--- src/rtl/call_announcer.sv ---
// Small FIFO for call events; a write is taken when full if a read happens on the same edge.
// Latency: written entry visible at head one edge after the write.
// Backpressure: wrRdy drops only when full and no read is under way.
module call_fifo #(
    parameter int DEPTH = 4,
    parameter int WIDTH = 9
) (
    input  logic                       clk,
    input  logic                       rst,
    input  logic                       wrVld,
    input  logic [WIDTH-1:0]           wrDat,
    output logic                       wrRdy,
    input  logic                       rdEn,
    output logic [WIDTH-1:0]           rdDat,
    output logic                       rdVld,
    output logic [$clog2(DEPTH+1)-1:0] count
);
    localparam int PTR_W = $clog2(DEPTH);
    localparam int CNT_W = $clog2(DEPTH + 1);

    logic [WIDTH-1:0] mem [DEPTH];
    logic [PTR_W-1:0] wrPtr, rdPtr;
    logic             doWr, doRd;

    assign rdVld = (count != '0);
    assign doRd  = rdEn && rdVld;
    assign wrRdy = (count < CNT_W'(DEPTH)) || doRd;
    assign doWr  = wrVld && wrRdy;
    assign rdDat = mem[rdPtr];

    always_ff @(posedge clk) begin
        if (doWr) begin
            mem[wrPtr] <= wrDat;
        end
    end

    // Pointers wrap naturally because DEPTH is a power of two.
    always_ff @(posedge clk) begin
        if (!rst) begin
            wrPtr <= '0;
            rdPtr <= '0;
            count <= '0;
        end else begin
            if (doWr) wrPtr <= wrPtr + 1'b1;
            if (doRd) rdPtr <= rdPtr + 1'b1;
            case ({doWr, doRd})
                2'b10:   count <= count + 1'b1;
                2'b01:   count <= count - 1'b1;
                default: count <= count;
            endcase
        end
    end
endmodule

// Queues counter-call events and announces each on a 4-digit multiplexed 7-segment display.
// Latency: call into an empty queue at edge k is shown (blinking, busy=1) after edge k+1.
// Backpressure: none upstream; a call arriving with the queue full and no pop is dropped, setting overflow.
module call_announcer #(
    parameter int FIFO_DEPTH   = 4,
    parameter int HOLD_CYCLES  = 40,
    parameter int BLINK_CYCLES = 5,
    parameter int SCAN_CYCLES  = 2
) (
    input  logic                            clk,
    input  logic                            rst,
    input  logic                            call_valid,
    input  logic [2:0]                      call_counter,
    input  logic [5:0]                      call_number,
    output logic [6:0]                      seg,
    output logic [3:0]                      an,
    output logic                            busy,
    output logic [$clog2(FIFO_DEPTH+1)-1:0] pending,
    output logic                            overflow
);
    localparam int HOLD_W  = (HOLD_CYCLES > 1) ? $clog2(HOLD_CYCLES) : 1;
    localparam int BLINK_W = $clog2(2 * BLINK_CYCLES);
    localparam int SCAN_W  = (SCAN_CYCLES > 1) ? $clog2(SCAN_CYCLES) : 1;
    localparam logic [6:0] SEG_DASH = 7'b1000000;

    typedef struct packed {
        logic [2:0] counter;
        logic [5:0] number;
    } callT;

    typedef enum logic {IDLE, ANNOUNCE} stateT;

    stateT               state, nextState;
    callT                fifoHead, dispCall;
    logic                fifoRdVld, fifoWrRdy, pop, callOk, dispShow, blinkOn;
    logic [HOLD_W-1:0]   holdCnt;
    logic [BLINK_W-1:0]  blinkCnt;
    logic [SCAN_W-1:0]   scanCnt;
    logic [1:0]          scanIdx;
    logic [5:0]          tens, ones;

    function automatic logic [6:0] digitSeg(input logic [5:0] d);
        case (d)
            6'd0:    digitSeg = 7'b0111111;
            6'd1:    digitSeg = 7'b0000110;
            6'd2:    digitSeg = 7'b1011011;
            6'd3:    digitSeg = 7'b1001111;
            6'd4:    digitSeg = 7'b1100110;
            6'd5:    digitSeg = 7'b1101101;
            6'd6:    digitSeg = 7'b1111101;
            6'd7:    digitSeg = 7'b0000111;
            6'd8:    digitSeg = 7'b1111111;
            6'd9:    digitSeg = 7'b1101111;
            default: digitSeg = 7'b0000000;
        endcase
    endfunction

    function automatic logic [6:0] letterSeg(input logic [2:0] c);
        case (c)
            3'd0:    letterSeg = 7'b1110111;
            3'd1:    letterSeg = 7'b1111100;
            3'd2:    letterSeg = 7'b0111001;
            3'd3:    letterSeg = 7'b1011110;
            3'd4:    letterSeg = 7'b1111001;
            default: letterSeg = 7'b0000000;
        endcase
    endfunction

    // Counter codes 5..7 never reach the queue and never count as drops.
    assign callOk = call_valid && (call_counter <= 3'd4);

    call_fifo #(.DEPTH(FIFO_DEPTH), .WIDTH($bits(callT))) fifoInst (
        .clk   (clk),
        .rst   (rst),
        .wrVld (callOk),
        .wrDat ({call_counter, call_number}),
        .wrRdy (fifoWrRdy),
        .rdEn  (pop),
        .rdDat (fifoHead),
        .rdVld (fifoRdVld),
        .count (pending)
    );

    always_ff @(posedge clk) begin
        if (!rst) state <= IDLE;
        else      state <= nextState;
    end

    always_comb begin
        nextState = state;
        pop       = 1'b0;
        case (state)
            IDLE: begin
                if (fifoRdVld) begin
                    pop       = 1'b1;
                    nextState = ANNOUNCE;
                end
            end
            ANNOUNCE: begin
                if (holdCnt == HOLD_W'(HOLD_CYCLES - 1)) nextState = IDLE;
            end
            default: nextState = IDLE;
        endcase
    end

    always_ff @(posedge clk) begin
        if (!rst) begin
            holdCnt  <= '0;
            blinkCnt <= '0;
            dispShow <= 1'b0;
            dispCall <= '0;
            overflow <= 1'b0;
        end else begin
            if (callOk && !fifoWrRdy) overflow <= 1'b1;
            if (pop) begin
                dispCall <= fifoHead;
                dispShow <= 1'b1;
                holdCnt  <= '0;
                blinkCnt <= '0;
            end else if (state == ANNOUNCE) begin
                holdCnt  <= holdCnt + 1'b1;
                blinkCnt <= (blinkCnt == BLINK_W'(2 * BLINK_CYCLES - 1)) ? '0 : blinkCnt + 1'b1;
            end
        end
    end

    // Digit scan free-runs from reset, independent of the FSM and blink phase.
    always_ff @(posedge clk) begin
        if (!rst) begin
            scanCnt <= '0;
            scanIdx <= 2'd0;
        end else if (scanCnt == SCAN_W'(SCAN_CYCLES - 1)) begin
            scanCnt <= '0;
            scanIdx <= scanIdx + 2'd1;
        end else begin
            scanCnt <= scanCnt + 1'b1;
        end
    end

    assign busy    = (state == ANNOUNCE);
    assign blinkOn = (state == IDLE) || (blinkCnt < BLINK_W'(BLINK_CYCLES));
    assign an      = blinkOn ? (4'b0001 << scanIdx) : 4'b0000;

    always_comb begin
        tens = dispCall.number / 6'd10;
        ones = dispCall.number % 6'd10;
        seg  = SEG_DASH;
        if (dispShow) begin
            case (scanIdx)
                2'd3:    seg = letterSeg(dispCall.counter);
                2'd2:    seg = 7'b0000000;
                2'd1:    seg = (tens == 6'd0) ? 7'b0000000 : digitSeg(tens);
                default: seg = digitSeg(ones);
            endcase
        end
    end
endmodule

--- config.mk ---
export PLATFORM = sky130hd
export DESIGN_NAME = call_announcer
export DESIGN_NICKNAME = d
export VERILOG_FILES = /design/src/rtl/call_announcer.sv
export SDC_FILE = /design/constraint.sdc
export NUM_CORES = 1
export LEC_CHECK = 0
export ABC_AREA = 1
export CAP_MARGIN = 0
export CORE_ASPECT_RATIO = 0.8
export CORE_MARGIN = 2
export CORE_UTILIZATION = 45
export CTS_CLUSTER_DIAMETER = 50
export DETAILED_ROUTE_END_ITERATION = 8
export GPL_ROUTABILITY_DRIVEN = 0
export GPL_TIMING_DRIVEN = 0
export PLACE_DENSITY = 0.7
export SYNTH_ARGS = -nofsm -noshare
export SYNTH_HDL_FRONTEND = slang
export SYNTH_HIERARCHICAL = 1
export SYNTH_SLANG_ARGS = --single-unit
export TNS_END_PERCENT = 1
--- constraint.sdc ---
create_clock -name clk -period 3.5 [get_ports clk]
set_clock_uncertainty 0.05 [all_clocks]
set_input_delay 0.525 -clock clk [delete_from_list [all_inputs] [get_ports clk]]
set_output_delay 0.525 -clock clk [all_outputs]
set_load 0.005 [all_outputs]
=== After elaboration in Yosys (flattened, before gate mapping) ===
Memory sizes are Yosys's and may differ from the RTL's. A register that Yosys moved wholly into a read port is not among the register bits.
Cells that the tools add are included.

* Bits in registers: 23
* Bits in writable memories: 36
* Bits in read-only memories: 224
* Bits of input ports: 12
* Output and inout port bits: 16
* Word-level logic and storage cells: 71
* Memories: 3

{| class="wikitable"
|+ Memories
! name !! words !! bits a word !! rd ports !! clocked after Yosys merged registers in !! write ports !! line !! source
|-
| (name not given) || 16 || 7 || 1 || 0 || 0 || 97 || <nowiki>case (d)</nowiki>
|-
| (name not given) || 16 || 7 || 1 || 0 || 0 || 97 ||
|-
| fifoInst.mem || 4 || 9 || 1 || 1 || 1 || 21 || <nowiki>logic [WIDTH-1:0] mem [DEPTH];</nowiki>
|}

* Add/sub/neg operators: 8
* Divide/modulo/power cells: 2
* Order comparisons: 3
* Equality and inequality tests: 11
* Shifts and indexed selects: 1
* Muxes and demuxes: 15
* Bitwise operators: 2
* Reductions and logical operators: 16

{| class="wikitable"
|+ Operators with widths
! cell !! count
|-
| 7-bit case mux with 5 select lines || 1
|-
| 7-bit two-way mux || 4
|-
| 7-bit case mux with 3 select lines || 1
|-
| 4-bit two-way mux || 2
|-
| 2-bit by 1-bit adder with 2-bit output, second input constant || 3
|-
| 6-bit by 1-bit adder with 6-bit output, second input constant || 1
|-
| 6-bit by 4-bit divider with 6-bit output, second input constant || 1
|-
| 2-bit equality test, second input constant || 3
|-
| 3-bit by 2-bit equality test with 1-bit output, second input constant || 2
|-
| 6-bit equality test, second input constant || 1
|-
| 6-bit logical NOT || 1
|-
| 6-bit by 4-bit remainder unit with 6-bit output, second input constant || 1
|-
| 3-bit case mux with 2 select lines || 1
|-
| 1-bit two-way mux || 5
|-
| 4-bit by 1-bit adder with 4-bit output, second input constant || 1
|-
| 2-bit by 1-bit equality test with 1-bit output, second input constant || 2
|-
| 4-bit equality test, second input constant || 1
|-
| 1-bit logical AND || 4
|-
| 2-bit logical NOT || 2
|-
| 4-bit by 3-bit less-than comparator with 1-bit output, second input constant || 1
|-
| 2-bit OR reduction || 2
|-
| 1-bit by 2-bit << shifter with 4-bit output, first input constant || 1
|-
| 3-bit by 1-bit adder with 3-bit output, second input constant || 1
|-
| 3-bit by 1-bit equality test with 1-bit output, second input constant || 1
|-
| 12 further kinds || 15
|}

=== Logic depth before layout (Yosys ltp) ===
* Depth after elaboration: 8
* Depth in mapped cells: 18
* Gate-level depth less buffers: 18

=== Hierarchy ===
The synthesis kept the hierarchy.

{| class="wikitable"
|+ By module, submodules not included
! module !! times used !! cells an instance !! area each (sq um) !! seq. area each (sq um)
|-
| call_fifo || 1 || 152 || 1925.6 || 1261.2
|-
| call_announcer || 1 || 258 || 1709.1 || 500.5
|}

=== Worst setup path after synthesis ===
No wires, ideal clock.

* Path type: register -> output
* Start: register dispCall[5] (netlist name)
* End: output seg[3]
* Data arrival time: 2026 ps
* Data required time: 2925 ps
* Slack: 899 ps
* Stages on the path, launching flop included: 17
* Buffers on the path: 0
* Cell sequence: dfxtp_1 -> nand3_1 -> o21ai_1 -> inv_2 -> o21bai_4 -> nand2_4 -> nand2_4 -> inv_1 -> ha_1 -> or2_2 -> nand2_1 -> inv_1 -> o22ai_1 -> nor2_1 -> nor2_1 -> nand2_1 -> inv_1

* Longest elaborated chain between the ends: 6
* Elaborated cells on any way between the ends: 12
* Classes of those cells: div: 2; mux: 5; reduce/logical: 3; memory: 2

{| class="wikitable"
|+ RTL lines
! what !! line !! source
|-
| 6-bit by 4-bit divider with 6-bit output || 199 || <nowiki>tens = dispCall.number / 6'd10;</nowiki>
|-
| memory read 16 x 7 bit or 2-bit logical NOT (tied branches) || - ||
|-
| 7-bit two-way mux || 97 ||
|-
| 7-bit two-way mux || 206 || <nowiki>2'd1: seg = (tens == 6'd0) ? 7'b0000000 : digitSeg(tens);</nowiki>
|-
| 7-bit case mux with 3 select lines (*) || 203 || <nowiki>case (scanIdx)</nowiki>
|-
| 7-bit two-way mux (*) || 202 || <nowiki>if (dispShow) begin</nowiki>
|-
| end: declaration || 69 || <nowiki>output logic [6:0] seg,</nowiki>
|}

Mark *: on every way between the ends. The rest lies on a longest branch, timed or not.

=== Final worst setup path ===
* Start: register dispCall[3] (netlist name)
* End: output seg[1]

* Longest elaborated chain between the ends: 6
* Elaborated cells on any way between the ends: 12
* Classes of those cells: div: 2; mux: 5; reduce/logical: 3; memory: 2

{| class="wikitable"
|+ RTL lines
! what !! line
|-
| 6-bit by 4-bit divider with 6-bit output || 199
|-
| memory read 16 x 7 bit or 2-bit logical NOT (tied branches) || -
|-
| 7-bit two-way mux || 97
|-
| 7-bit two-way mux || 206
|-
| 7-bit case mux with 3 select lines (*) || 203
|-
| 7-bit two-way mux (*) || 202
|}

Marks and branches as above.

==> flow_summary.yaml <==
status:
  status: "finished clean"
global_route:
  grt_use_total: 0.172
  grt_overflow: 0
  grt_max_degree: 14
  grt_pass1_wl_mm: 12.1
  grt_pass1_vias: 2694
  antenna_found_initial: 0
die:
  core_area_sq_um: 7870
  rows: 29
  die_area_sq_um: 8820
  io_pins: 28
  die_h_um: 84.4
  dieWidth_um: 104
  start_util: 0.462
worst_setup_path:
  crit_arrival_ns: 2.84
  critPathMaxFanout: 5
  crit_chain: "inv_4 -> nand3_2 -> o21ai_2 -> inv_2 -> o21bai_4 -> nand2_4 -> nand2_8 -> inv_1 -> ha_1 -> or2_4 -> nand2_4 -> o21ai_0 -> a31oi_1 -> o31ai_1 -> inv_1 -> clkdlybuf4s50_1"
  cp-end-kind: "output port"
  crit_type: "flip-flop to output port"
  critPathMaxStageDelay_ns: 0.48
  slowest_stage: "clkdlybuf4s50_1"
  rr_worst_depth: 16
  r2r_slack_ns: 1.13
  cp.required_ns: 2.92
  startpoint_type: "flip-flop"
synthesis:
  yosysTopAreaCellShare: 0.297
  yosys-top-cells-area: "edfxtp_1 30%, dfxtp_1 19%, ha_1 6.2%"
  syn-instance-count: 410
  synth_nets: 441
  synth_top_area_cell: "edfxtp_1"
  ys_async_sr_fraction: 0
  ys_warn_count: 6
  synth_seq_cells: 70
  synth_edf_count: 36
  synth_cell_types: 40
  ys.flop_type: "edfxtp_1"
  syn_avg_cell_area_sq_um: 8.87
  ys_seq_area_frac: 0.485
  syn_area_sq_um: 3630
timing:
  holdWs_ns: 0.373
  rsz0062_at_grt: "yes"
  relSlewSlack: 0.419
  finalHoldViolCount: 0
  period_share: 0.975
  drv_slew: 0
  setup_viol: 0
  min_period_ns: 3.41
  fmax_mhz: 293
  setup_tns_ns: 0
  tightest_slew_ns: 0.869
clocking:
  clk_latency_ns: 0.33
  cts.sinks: 70
  root_buffer: "clkbuf_8"
  clkTransAtPathRegs_ns: 0.07
  ctsHtreeMaxLevel: 3
  cts_buffers: 9
  cts.path.max_buffers: 2
  holdBufCountCts: 0
  cts_tree: "built"
power_and_ir_drop:
  p_sw_frac: 0.416
  p_leak_nw: 1.81
  p_switching_w: 0.00151
  power_frac_clock: 0.175
  combPwrFrac: 0.513
  intPower_w: 0.00211
  power_density_nw_per_um2: 833
  seq_power_share: 0.311
  max-vdd-ir-drop_mv: 0.384
final_layout:
  antenna_cells: 0
  drive_gt1_frac: 0.168
  fin_nets: 483
  fin_area_sq_um: 4340
  syn_to_final_growth_pct: 19.4
drt:
  dr.pass1.iters: 4
  wl_mm: 7.14
  via_count: 2768
  wl_per_cell_um: 12.6
  viasPerCell: 4.90
  drc: 0
  drt_iter0_drc: 82
  final_antenna_net_count: 0
place:
  dp_hpwl_mm: 5.15
  post_dp_cell_area_sq_um: 4040
  port_buffers: 27
job:
  drv_cap: 0
min_path:
  hold_depth: 1
  hold_class: "flip-flop to flip-flop"
metrics by stage:
step	utilization	instances	setup slack (ns)	total power [W]
finish	0.551	565	0.0865	0.00362
global route	0.551	565	-0.0840	0.00394
CTS	0.544	561	0.0121	0.00355
detailed placement	0.513	545	0.173	0.00286
global placement	0.513	545	0.250	0.00283
floorplan	-	410	0.899	0.00242
power by group through the flow:
stage                     Sequential (W)  Combinational (W)  Clock, W
after CTS                        0.00112            0.00178  0.000655
after detailed placement         0.00113            0.00173         0
after floorplan                  0.00111            0.00131         0
after global routing             0.00115            0.00209  0.000697
after global placement           0.00112            0.00170         0
final                            0.00113            0.00186  0.000635
repair_timing:
| item | in CTS | in global routing |
|---|---|---|
| pin swaps | 4 | 7 |
| buffers inserted | 0 | 4 |
| endpoints found under the setup margin | 6 | 6 |
| endpoints found under the hold margin | 0 | 0 |
| resized for setup | 14 | 8 |
cells in the mapped netlist, types with 2 or more instances:
| master | count |
|---|---|
| inv_1 | 60 |
| nor2_1 | 55 |
| o21ai_0 | 43 |
| nand2_1 | 41 |
| edfxtp_1 | 36 |
| dfxtp_1 | 34 |
| a21oi_1 | 31 |
| ha_1 | 18 |
| nand3_1 | 18 |
| nor2_2 | 10 |
| o22ai_2 | 9 |
| nand2_2 | 6 |
| o21ai_1 | 6 |
| inv_2 | 4 |
| nand4_1 | 4 |
| clkbuf_1 | 3 |
| nand2_4 | 3 |
| nand3_2 | 3 |
| a31oi_1 | 2 |
| buf_6 | 2 |
| o21ai_2 | 2 |
| o22ai_1 | 2 |
cell usage in the layout, fill, tap and decap left out, types with 4 or more instances in the layout:
master           synthesis  layout
a21oi_1                 31      31
buf_4                    1       5
clkbuf_1                 3       4
clkbuf_8                 0      10
clkdlybuf4s50_1          0      25
dfxtp_1                 34      31
edfxtp_1                36      36
ha_1                    18      18
inv_1                   60      60
nand2_1                 41      39
nand2_2                  6       7
nand3_1                 18      16
nand3_2                  3       4
nand4_1                  4       4
nor2_1                  55      54
nor2_2                  10      11
o21ai_0                 43      41
o21ai_1                  6       5
o21ai_2                  2       5
o22ai_2                  9       9
path summary, 6_finish.rpt:
check                     from                 to
max                dispCall[3]             seg[1]
min                    scanCnt            scanCnt
max reg2reg  fifoInst/count[0]  fifoInst/count[2]
min reg2reg            scanCnt            scanCnt
cell type report:
class	count	area [sq um]
fillers	715	3530
clock inverters	5	60.1
flip-flops and latches	70	1770
inverters	67	267
plain buffers	7	61.3
multi-input cells	266	1600
well taps	108	135
clock buffers	11	141
repair buffers	31	305
cells by family after synthesis:
group | after synthesis | synth area share
XOR/XNOR | 1 | 0.00241
AO/OA/AOI/OAI | 101 | 0.169
adder cells (fa/ha/maj) | 19 | 0.0675
buffers and inverters | 74 | 0.0885
AND/OR/NAND/NOR | 145 | 0.188
flip-flops | 70 | 0.485
sequential cells by signal, summed over array words and instances, names as in the netlist, 2 cells and up, named ones only:
| register | cells |
|---|---|
| scanIdx | 2 |
| fifoInst/wrPtr | 2 |
| fifoInst/rdPtr | 2 |
| blinkCnt | 4 |
| fifoInst/mem | 36 |
| dispCall | 9 |
| fifoInst/count | 3 |
| holdCnt | 6 |
per-layer routing:
layer  up-vias  part of all wire  GRT usage
met4         0            0.0032     0.0442
met2        43              0.50      0.297
met3         2             0.037     0.0466
met1      1268              0.46      0.215
li1       1455                 -          -
met5         -                 0          0
worst max-delay path, delay by kind of cell (launching register included):
family	cells	cell delay [ns]
fa+ha+maj	1	0.17
compound gates	5	0.63
buf+inv	5	0.75
flops	1	0.34
simple gates	5	0.63
Power figures use the tool's default switching activity.
